File: src/rtl/exe_wb_stage.sv
// Execute + write-back stage: single-cycle ALU ops, multi-cycle shift-add MUL.
// Ports: clk, rst (sync, active-high); ID/EXE inputs in_valid, aluop, alusrc,
// rdata1, rdata2, sign_extend, rs1_addr, rs2_addr, waddr; stall (comb) out;
// registered write-back wb_wdata, wb_waddr, wb_wen.
// Optional macro EXE_FWD_EN enables EXE->EXE forwarding from the wb register.

`ifndef DSIZE
`define DSIZE 16
`endif
`ifndef ASIZE
`define ASIZE 5
`endif

module exe_wb_stage (
  input  logic              clk,
  input  logic              rst,
  input  logic              in_valid,
  input  logic [2:0]        aluop,
  input  logic              alusrc,
  input  logic [`DSIZE-1:0] rdata1,
  input  logic [`DSIZE-1:0] rdata2,
  input  logic [`DSIZE-1:0] sign_extend,
  input  logic [`ASIZE-1:0] rs1_addr,
  input  logic [`ASIZE-1:0] rs2_addr,
  input  logic [`ASIZE-1:0] waddr,
  output logic              stall,
  output logic [`DSIZE-1:0] wb_wdata,
  output logic [`ASIZE-1:0] wb_waddr,
  output logic              wb_wen
);

  localparam int DW = `DSIZE;
  localparam int AW = `ASIZE;
  localparam int SW = $clog2(DW);
  localparam int CW = $clog2(DW + 1);

  localparam logic [2:0] OP_ADD = 3'b000;
  localparam logic [2:0] OP_SUB = 3'b001;
  localparam logic [2:0] OP_AND = 3'b010;
  localparam logic [2:0] OP_OR  = 3'b011;
  localparam logic [2:0] OP_XOR = 3'b100;
  localparam logic [2:0] OP_SLL = 3'b101;
  localparam logic [2:0] OP_SRL = 3'b110;
  localparam logic [2:0] OP_MUL = 3'b111;

  typedef enum logic [1:0] {
    IDLE,
    BUSY,
    DONE
  } state_t;

  state_t          state;
  logic [CW-1:0]   cnt;
  logic [DW-1:0]   mul_a;
  logic [DW-1:0]   mul_b;
  logic [DW-1:0]   mul_p;
  logic [AW-1:0]   mul_waddr;

  logic [DW-1:0]   fwd1;
  logic [DW-1:0]   fwd2;
  logic [DW-1:0]   op_a;
  logic [DW-1:0]   op_b;
  logic [DW-1:0]   alu_res;
  logic            is_mul;

`ifdef EXE_FWD_EN
  assign fwd1 = (wb_wen && wb_waddr == rs1_addr)
              ? wb_wdata : rdata1;
  assign fwd2 = (wb_wen && wb_waddr == rs2_addr)
              ? wb_wdata : rdata2;
`else
  assign fwd1 = rdata1;
  assign fwd2 = rdata2;
  logic unused_addr;
  assign unused_addr = ^{rs1_addr, rs2_addr};
`endif

  // sign_extend is an immediate, never a register value, so no forwarding
  assign op_a   = fwd1;
  assign op_b   = alusrc ? sign_extend : fwd2;
  assign is_mul = (aluop == OP_MUL);

  // MUL is only accepted from IDLE; while BUSY everything upstream waits
  assign stall = (state == IDLE && in_valid && is_mul)
              || (state == BUSY);

  always_comb begin
    alu_res = '0;
    unique case (aluop)
      OP_ADD: alu_res = op_a + op_b;
      OP_SUB: alu_res = op_a - op_b;
      OP_AND: alu_res = op_a & op_b;
      OP_OR:  alu_res = op_a | op_b;
      OP_XOR: alu_res = op_a ^ op_b;
      OP_SLL: alu_res = op_a << op_b[SW-1:0];
      OP_SRL: alu_res = op_a >> op_b[SW-1:0];
      OP_MUL: alu_res = '0;
      default: alu_res = '0;
    endcase
  end

  always_ff @(posedge clk) begin
    if (rst) begin
      state     <= IDLE;
      cnt       <= '0;
      mul_a     <= '0;
      mul_b     <= '0;
      mul_p     <= '0;
      mul_waddr <= '0;
      wb_wdata  <= '0;
      wb_waddr  <= '0;
      wb_wen    <= 1'b0;
    end else begin
      wb_wen <= 1'b0;
      unique case (state)
        IDLE: begin
          if (in_valid && is_mul) begin
            mul_a     <= op_a;
            mul_b     <= op_b;
            mul_p     <= '0;
            mul_waddr <= waddr;
            cnt       <= '0;
            state     <= BUSY;
          end else if (in_valid) begin
            wb_wdata <= alu_res;
            wb_waddr <= waddr;
            wb_wen   <= 1'b1;
          end
        end
        BUSY: begin
          // one multiplier bit per cycle, product kept to DW bits
          if (mul_b[0]) mul_p <= mul_p + mul_a;
          mul_a <= mul_a << 1;
          mul_b <= mul_b >> 1;
          cnt   <= cnt + 1'b1;
          if (cnt == CW'(DW - 1)) state <= DONE;
        end
        DONE: begin
          // the still-held MUL instruction is retired here, not re-issued
          wb_wdata <= mul_p;
          wb_waddr <= mul_waddr;
          wb_wen   <= 1'b1;
          state    <= IDLE;
        end
        default: state <= IDLE;
      endcase
    end
  end

endmodule

File: config.mk
export PLATFORM = sky130hd
export DESIGN_NAME = exe_wb_stage
export DESIGN_NICKNAME = d
export VERILOG_FILES = /design/src/rtl/exe_wb_stage.sv
export SDC_FILE = /design/constraint.sdc
export NUM_CORES = 1
export LEC_CHECK = 0
export CAP_MARGIN = 20
export CORE_UTILIZATION = 59
export CTS_BUF_LIST = sky130_fd_sc_hd__clkbuf_4
export CTS_CLUSTER_SIZE = 10
export DETAILED_ROUTE_END_ITERATION = 16
export PLACE_DENSITY = 0.84
export RECOVER_POWER = 100
export SLEW_MARGIN = 10
export SYNTH_ARGS = -nofsm -noshare
export SYNTH_HDL_FRONTEND = slang
export SYNTH_SLANG_ARGS = --single-unit
File: constraint.sdc
create_clock -name clk -period 4.7 [get_ports clk]
set_input_delay 0.705 -clock clk [delete_from_list [all_inputs] [get_ports clk]]
set_output_delay 0.705 -clock clk [all_outputs]
set_load 0.005 [all_outputs]
==> impl_metrics.prom <==
# TYPE chip_impl_metric gauge
chip_impl_metric{name="antenna_found_initial",unit=""} 0
chip_impl_metric{name="synth_edf_count",unit=""} 0
chip_impl_metric{name="register_bit_total_from_synthesis",unit=""} 82
chip_impl_metric{name="drtIter0Drc",unit=""} 855
chip_impl_metric{name="power.density",unit="nW/um^2"} 217
chip_impl_metric{name="num_rows",unit=""} 40
chip_impl_info{name="setup.worst_path.start_class",value="input pin"} 1
chip_impl_metric{name="clk_pin_slew",unit="ps"} 130
chip_impl_metric{name="synthMuxAreaShare",unit="%"} 11.9
chip_impl_metric{name="place_hpwl",unit="um"} 18200
chip_impl_metric{name="clk_latency",unit="ps"} 450
chip_impl_metric{name="post_synth_xor_area_fraction",unit="%"} 4.10
chip_impl_info{name="end_kind",value="flip-flop"} 1
chip_impl_info{name="timing.hold.worst.class",value="reg2reg"} 1
chip_impl_info{name="timing.setup.critical_path_class",value="in2reg"} 1
chip_impl_metric{name="postRouteAntennaNets",unit=""} 0
chip_impl_metric{name="postLayoutCellArea",unit="um^2"} 8690
chip_impl_metric{name="final.hold.worst_slack",unit="ps"} 457
chip_impl_metric{name="first_global_vias",unit=""} 7204
chip_impl_metric{name="setup-tns-final",unit="ps"} 0
chip_impl_metric{name="timing.max_cap.violations",unit=""} 2
chip_impl_metric{name="area.growth.synth_to_final",unit="%"} 16.1
chip_impl_metric{name="wl_per_cell",unit="um"} 19.7
chip_impl_metric{name="post_synth_and_or_nand_nor_area_fraction",unit="%"} 19.2
chip_impl_metric{name="cts_repair_resize_count",unit=""} 0
chip_impl_metric{name="synthesis.area",unit="um^2"} 7480
chip_impl_metric{name="worst_clock_skew",unit="ps"} 14.8
chip_impl_metric{name="p_leak",unit="nW"} 3.52
chip_impl_metric{name="placeableCoreArea",unit="um^2"} 12200
chip_impl_metric{name="groute.usage.overall",unit="%"} 37.3
chip_impl_info{name="synth_top_area_cell",value="sky130_fd_sc_hd__dfxtp_1"} 1
chip_impl_info{name="violated_checks",value="capacitance limit, slew limit"} 1
chip_impl_info{name="synth_ff_type",value="sky130_fd_sc_hd__dfxtp_1"} 1
chip_impl_metric{name="diodes",unit=""} 0
chip_impl_metric{name="max-slew-margin-rel",unit="%"} -23.3
chip_impl_info{name="run_status",value="finished with violations"} 1
chip_impl_metric{name="synth_adder_area_share",unit="%"} 11.6
chip_impl_metric{name="netlist_instances",unit=""} 977
chip_impl_metric{name="globalRouteOverflowTotal",unit=""} 0
chip_impl_metric{name="postRouteWirelength",unit="um"} 24100
chip_impl_metric{name="synth-async-reset-ratio",unit="%"} 0
chip_impl_metric{name="layout-drive-gt1-share",unit="%"} 7.76
chip_impl_metric{name="min_period_over_period",unit="%"} 88.7
chip_impl_metric{name="synth.avg_cell_area",unit="um^2"} 7.66
chip_impl_metric{name="hold_viol",unit=""} 0
chip_impl_metric{name="cts_inserted_buffers",unit=""} 9
chip_impl_metric{name="port-buffer-count",unit=""} 82
chip_impl_metric{name="detail_route.first_pass.iterations",unit=""} 6
chip_impl_metric{name="place_congestion",unit=""} 1.02
chip_impl_info{name="most_frequent_standard_cell_in_the_layout_excluding_fill_and_tap_cells",value="sky130_fd_sc_hd__nand2_1"} 1
chip_impl_metric{name="dieArea",unit="um^2"} 13100
chip_impl_metric{name="peakVddDrop",unit="mV"} 0.180
chip_impl_info{name="grt_setup_unrepaired",value="no"} 1
chip_impl_metric{name="die-width",unit="um"} 115
chip_impl_metric{name="final_setup_slack_of_the_worst_path",unit="ps"} 530
chip_impl_metric{name="layout.nets",unit=""} 1190
chip_impl_metric{name="syn-num-nets",unit=""} 1115
chip_impl_metric{name="route.detailed.drc",unit=""} 0
chip_impl_info{name="tritoncts",value="built"} 1
chip_impl_metric{name="final-max-slew-violation-count",unit=""} 69
chip_impl_metric{name="synth_top_cell_area_share",unit="%"} 21.9
chip_impl_metric{name="critical_path_required",unit="ps"} 5080
chip_impl_metric{name="grt_pass1_wl",unit="um"} 37400
chip_impl_metric{name="max_slew.worst_pin.slew",unit="ps"} 1850
chip_impl_metric{name="compound_gate_portion_of_the_synthesized_area",unit="%"} 25.6
chip_impl_metric{name="grt_start_max_net_pins",unit=""} 56
chip_impl_info{name="cts_root_buffer",value="sky130_fd_sc_hd__clkbuf_4"} 1
chip_impl_metric{name="start_util",unit="%"} 61.3
chip_impl_metric{name="post_cts_buffers",unit=""} 0
chip_impl_metric{name="io_pins",unit=""} 93
chip_impl_metric{name="placement.cell_area",unit="um^2"} 8610
chip_impl_info{name="synth_top_family_by_area",value="compound AO/OA/AOI/OAI gates"} 1
chip_impl_metric{name="cts.path.max_buffers",unit=""} 2
chip_impl_metric{name="synth.yosys.seq_area_share",unit="%"} 21.9
chip_impl_metric{name="crit_arrival",unit="ps"} 4550
chip_impl_metric{name="report.final.setup_viol",unit=""} 0
chip_impl_metric{name="dpl_worst_slack",unit="ps"} 224
chip_impl_metric{name="via_per_inst",unit=""} 6.40
chip_impl_metric{name="synth.distinct_cells",unit=""} 64
chip_impl_metric{name="min_period",unit="ps"} 4170
chip_impl_metric{name="cts_max_level",unit=""} 3
chip_impl_metric{name="synth_warnings",unit=""} 0
chip_impl_metric{name="max_clock_freq",unit="GHz"} 0.240
chip_impl_metric{name="postCtsHoldBufs",unit=""} 0
chip_impl_metric{name="floorplan.die.height",unit="um"} 115
chip_impl_info{name="layout.cells.most_common_list",value="135 x sky130_fd_sc_hd__nand2_1, 89 x sky130_fd_sc_hd__nor2_1, 82 x sky130_fd_sc_hd__dfxtp_1"} 1
chip_impl_metric{name="numClockSinks",unit=""} 82
chip_impl_info{name="synth.top_cells.by_area",value="sky130_fd_sc_hd__dfxtp_1 22%, sky130_fd_sc_hd__ha_1 11%, sky130_fd_sc_hd__mux2i_1 7.1%"} 1
chip_impl_metric{name="path_max_fanout",unit=""} 12
chip_impl_metric{name="routed-via-count",unit=""} 7845
[worst max-delay path, cell delays in order]
cell and delay [ps]:
sky130_fd_sc_hd__clkdlybuf4s50_1 500, sky130_fd_sc_hd__buf_12 150, sky130_fd_sc_hd__mux2i_1 350, sky130_fd_sc_hd__buf_4 300, sky130_fd_sc_hd__inv_4 40, sky130_fd_sc_hd__or4_4 560
sky130_fd_sc_hd__o31ai_1 280, sky130_fd_sc_hd__xnor2_1 170, sky130_fd_sc_hd__ha_1 310, sky130_fd_sc_hd__o21a_1 230, sky130_fd_sc_hd__o211ai_1 220, sky130_fd_sc_hd__nor2_1 60
sky130_fd_sc_hd__a211oi_1 210, sky130_fd_sc_hd__o31ai_1 120, sky130_fd_sc_hd__nand2b_1 160, sky130_fd_sc_hd__o211ai_1 150
[path summary, 6_finish.rpt]
kind / from / end / slack [ps] / depth (start not counted)
worst min register to register: mul_b[11] / mul_b[10] / 460 / 2
worst max register to register: state[0] / mul_b[6] / 1500 / 7
worst max-delay path: alusrc / wb_wdata[15] / 530 / 16
worst min-delay path: mul_b[11] / mul_b[10] / 460 / 2
[layer usage]
metal	up-vias	track usage [%]	wire length, um
li1	3722	-	-
met2	429	56.0	10200
met5	-	0	0
met3	79	11.5	2530
met1	3615	47.6	10200
met4	0	19.8	1180
[final cells by class]
cell class              count  area, um^2
clock buffers              10        75.1
clock inverters             6        43.8
fillers                  1071        3520
inverters                  45         171
multi-input cells         789        5420
flip-flops and latches     82        1640
well taps                 168         210
repair buffers            125        1130
[synthesized netlist by cell type (8+ instances only)]
master	number
sky130_fd_sc_hd__a31oi_1	9
sky130_fd_sc_hd__dfxtp_1	82
sky130_fd_sc_hd__ha_1	66
sky130_fd_sc_hd__mux2i_1	53
sky130_fd_sc_hd__inv_1	41
sky130_fd_sc_hd__nor2_1	89
sky130_fd_sc_hd__nand3_1	28
sky130_fd_sc_hd__clkbuf_1	49
sky130_fd_sc_hd__a22oi_1	16
sky130_fd_sc_hd__o21bai_1	8
sky130_fd_sc_hd__nand2_1	135
sky130_fd_sc_hd__o221ai_1	14
sky130_fd_sc_hd__xnor2_1	30
sky130_fd_sc_hd__mux4_2	10
sky130_fd_sc_hd__o21a_1	10
sky130_fd_sc_hd__nor3_1	18
sky130_fd_sc_hd__o21ai_0	44
sky130_fd_sc_hd__a21oi_1	80
sky130_fd_sc_hd__nor2b_1	10
sky130_fd_sc_hd__a311oi_1	18
sky130_fd_sc_hd__a211oi_1	19
sky130_fd_sc_hd__o211ai_1	23
sky130_fd_sc_hd__nand2b_1	12
[flip-flops by register name, indices dropped and copies added (netlist names)]
name	flops
wb_wen	1
wb_wdata	16
mul_a	16
cnt	5
mul_waddr	5
mul_b	16
mul_p	16
state	2
wb_waddr	5
[where the power goes]
part           total (mW)  internal [mW]  switching [mW]
clock network       0.370          0.114           0.256
registers           0.747          0.726          0.0212
logic               0.767          0.327           0.439
total                1.88           1.17           0.717
[cell families after synthesis]
logic type      after synthesis
simple gates                327
compound gates              288
buf+inv                     106
flops                        82
mux                          71
fa+ha+maj                    68
xor+xnor                     35
[through the flow]
stage / total power [mW] / cells / utilization, %
6_report: 1.88 / 1225 / 71.1
5_1_grt: 1.97 / 1225 / 71.1
4_1_cts: 1.88 / 1225 / 71.5
3_5_place_dp: 1.52 / 1209 / 70.5
3_3_place_gp: 1.51 / 1209 / 70.5
2_1_floorplan: 1.23 / 977 / -
Note: power is estimated with default switching activity, not from simulation.
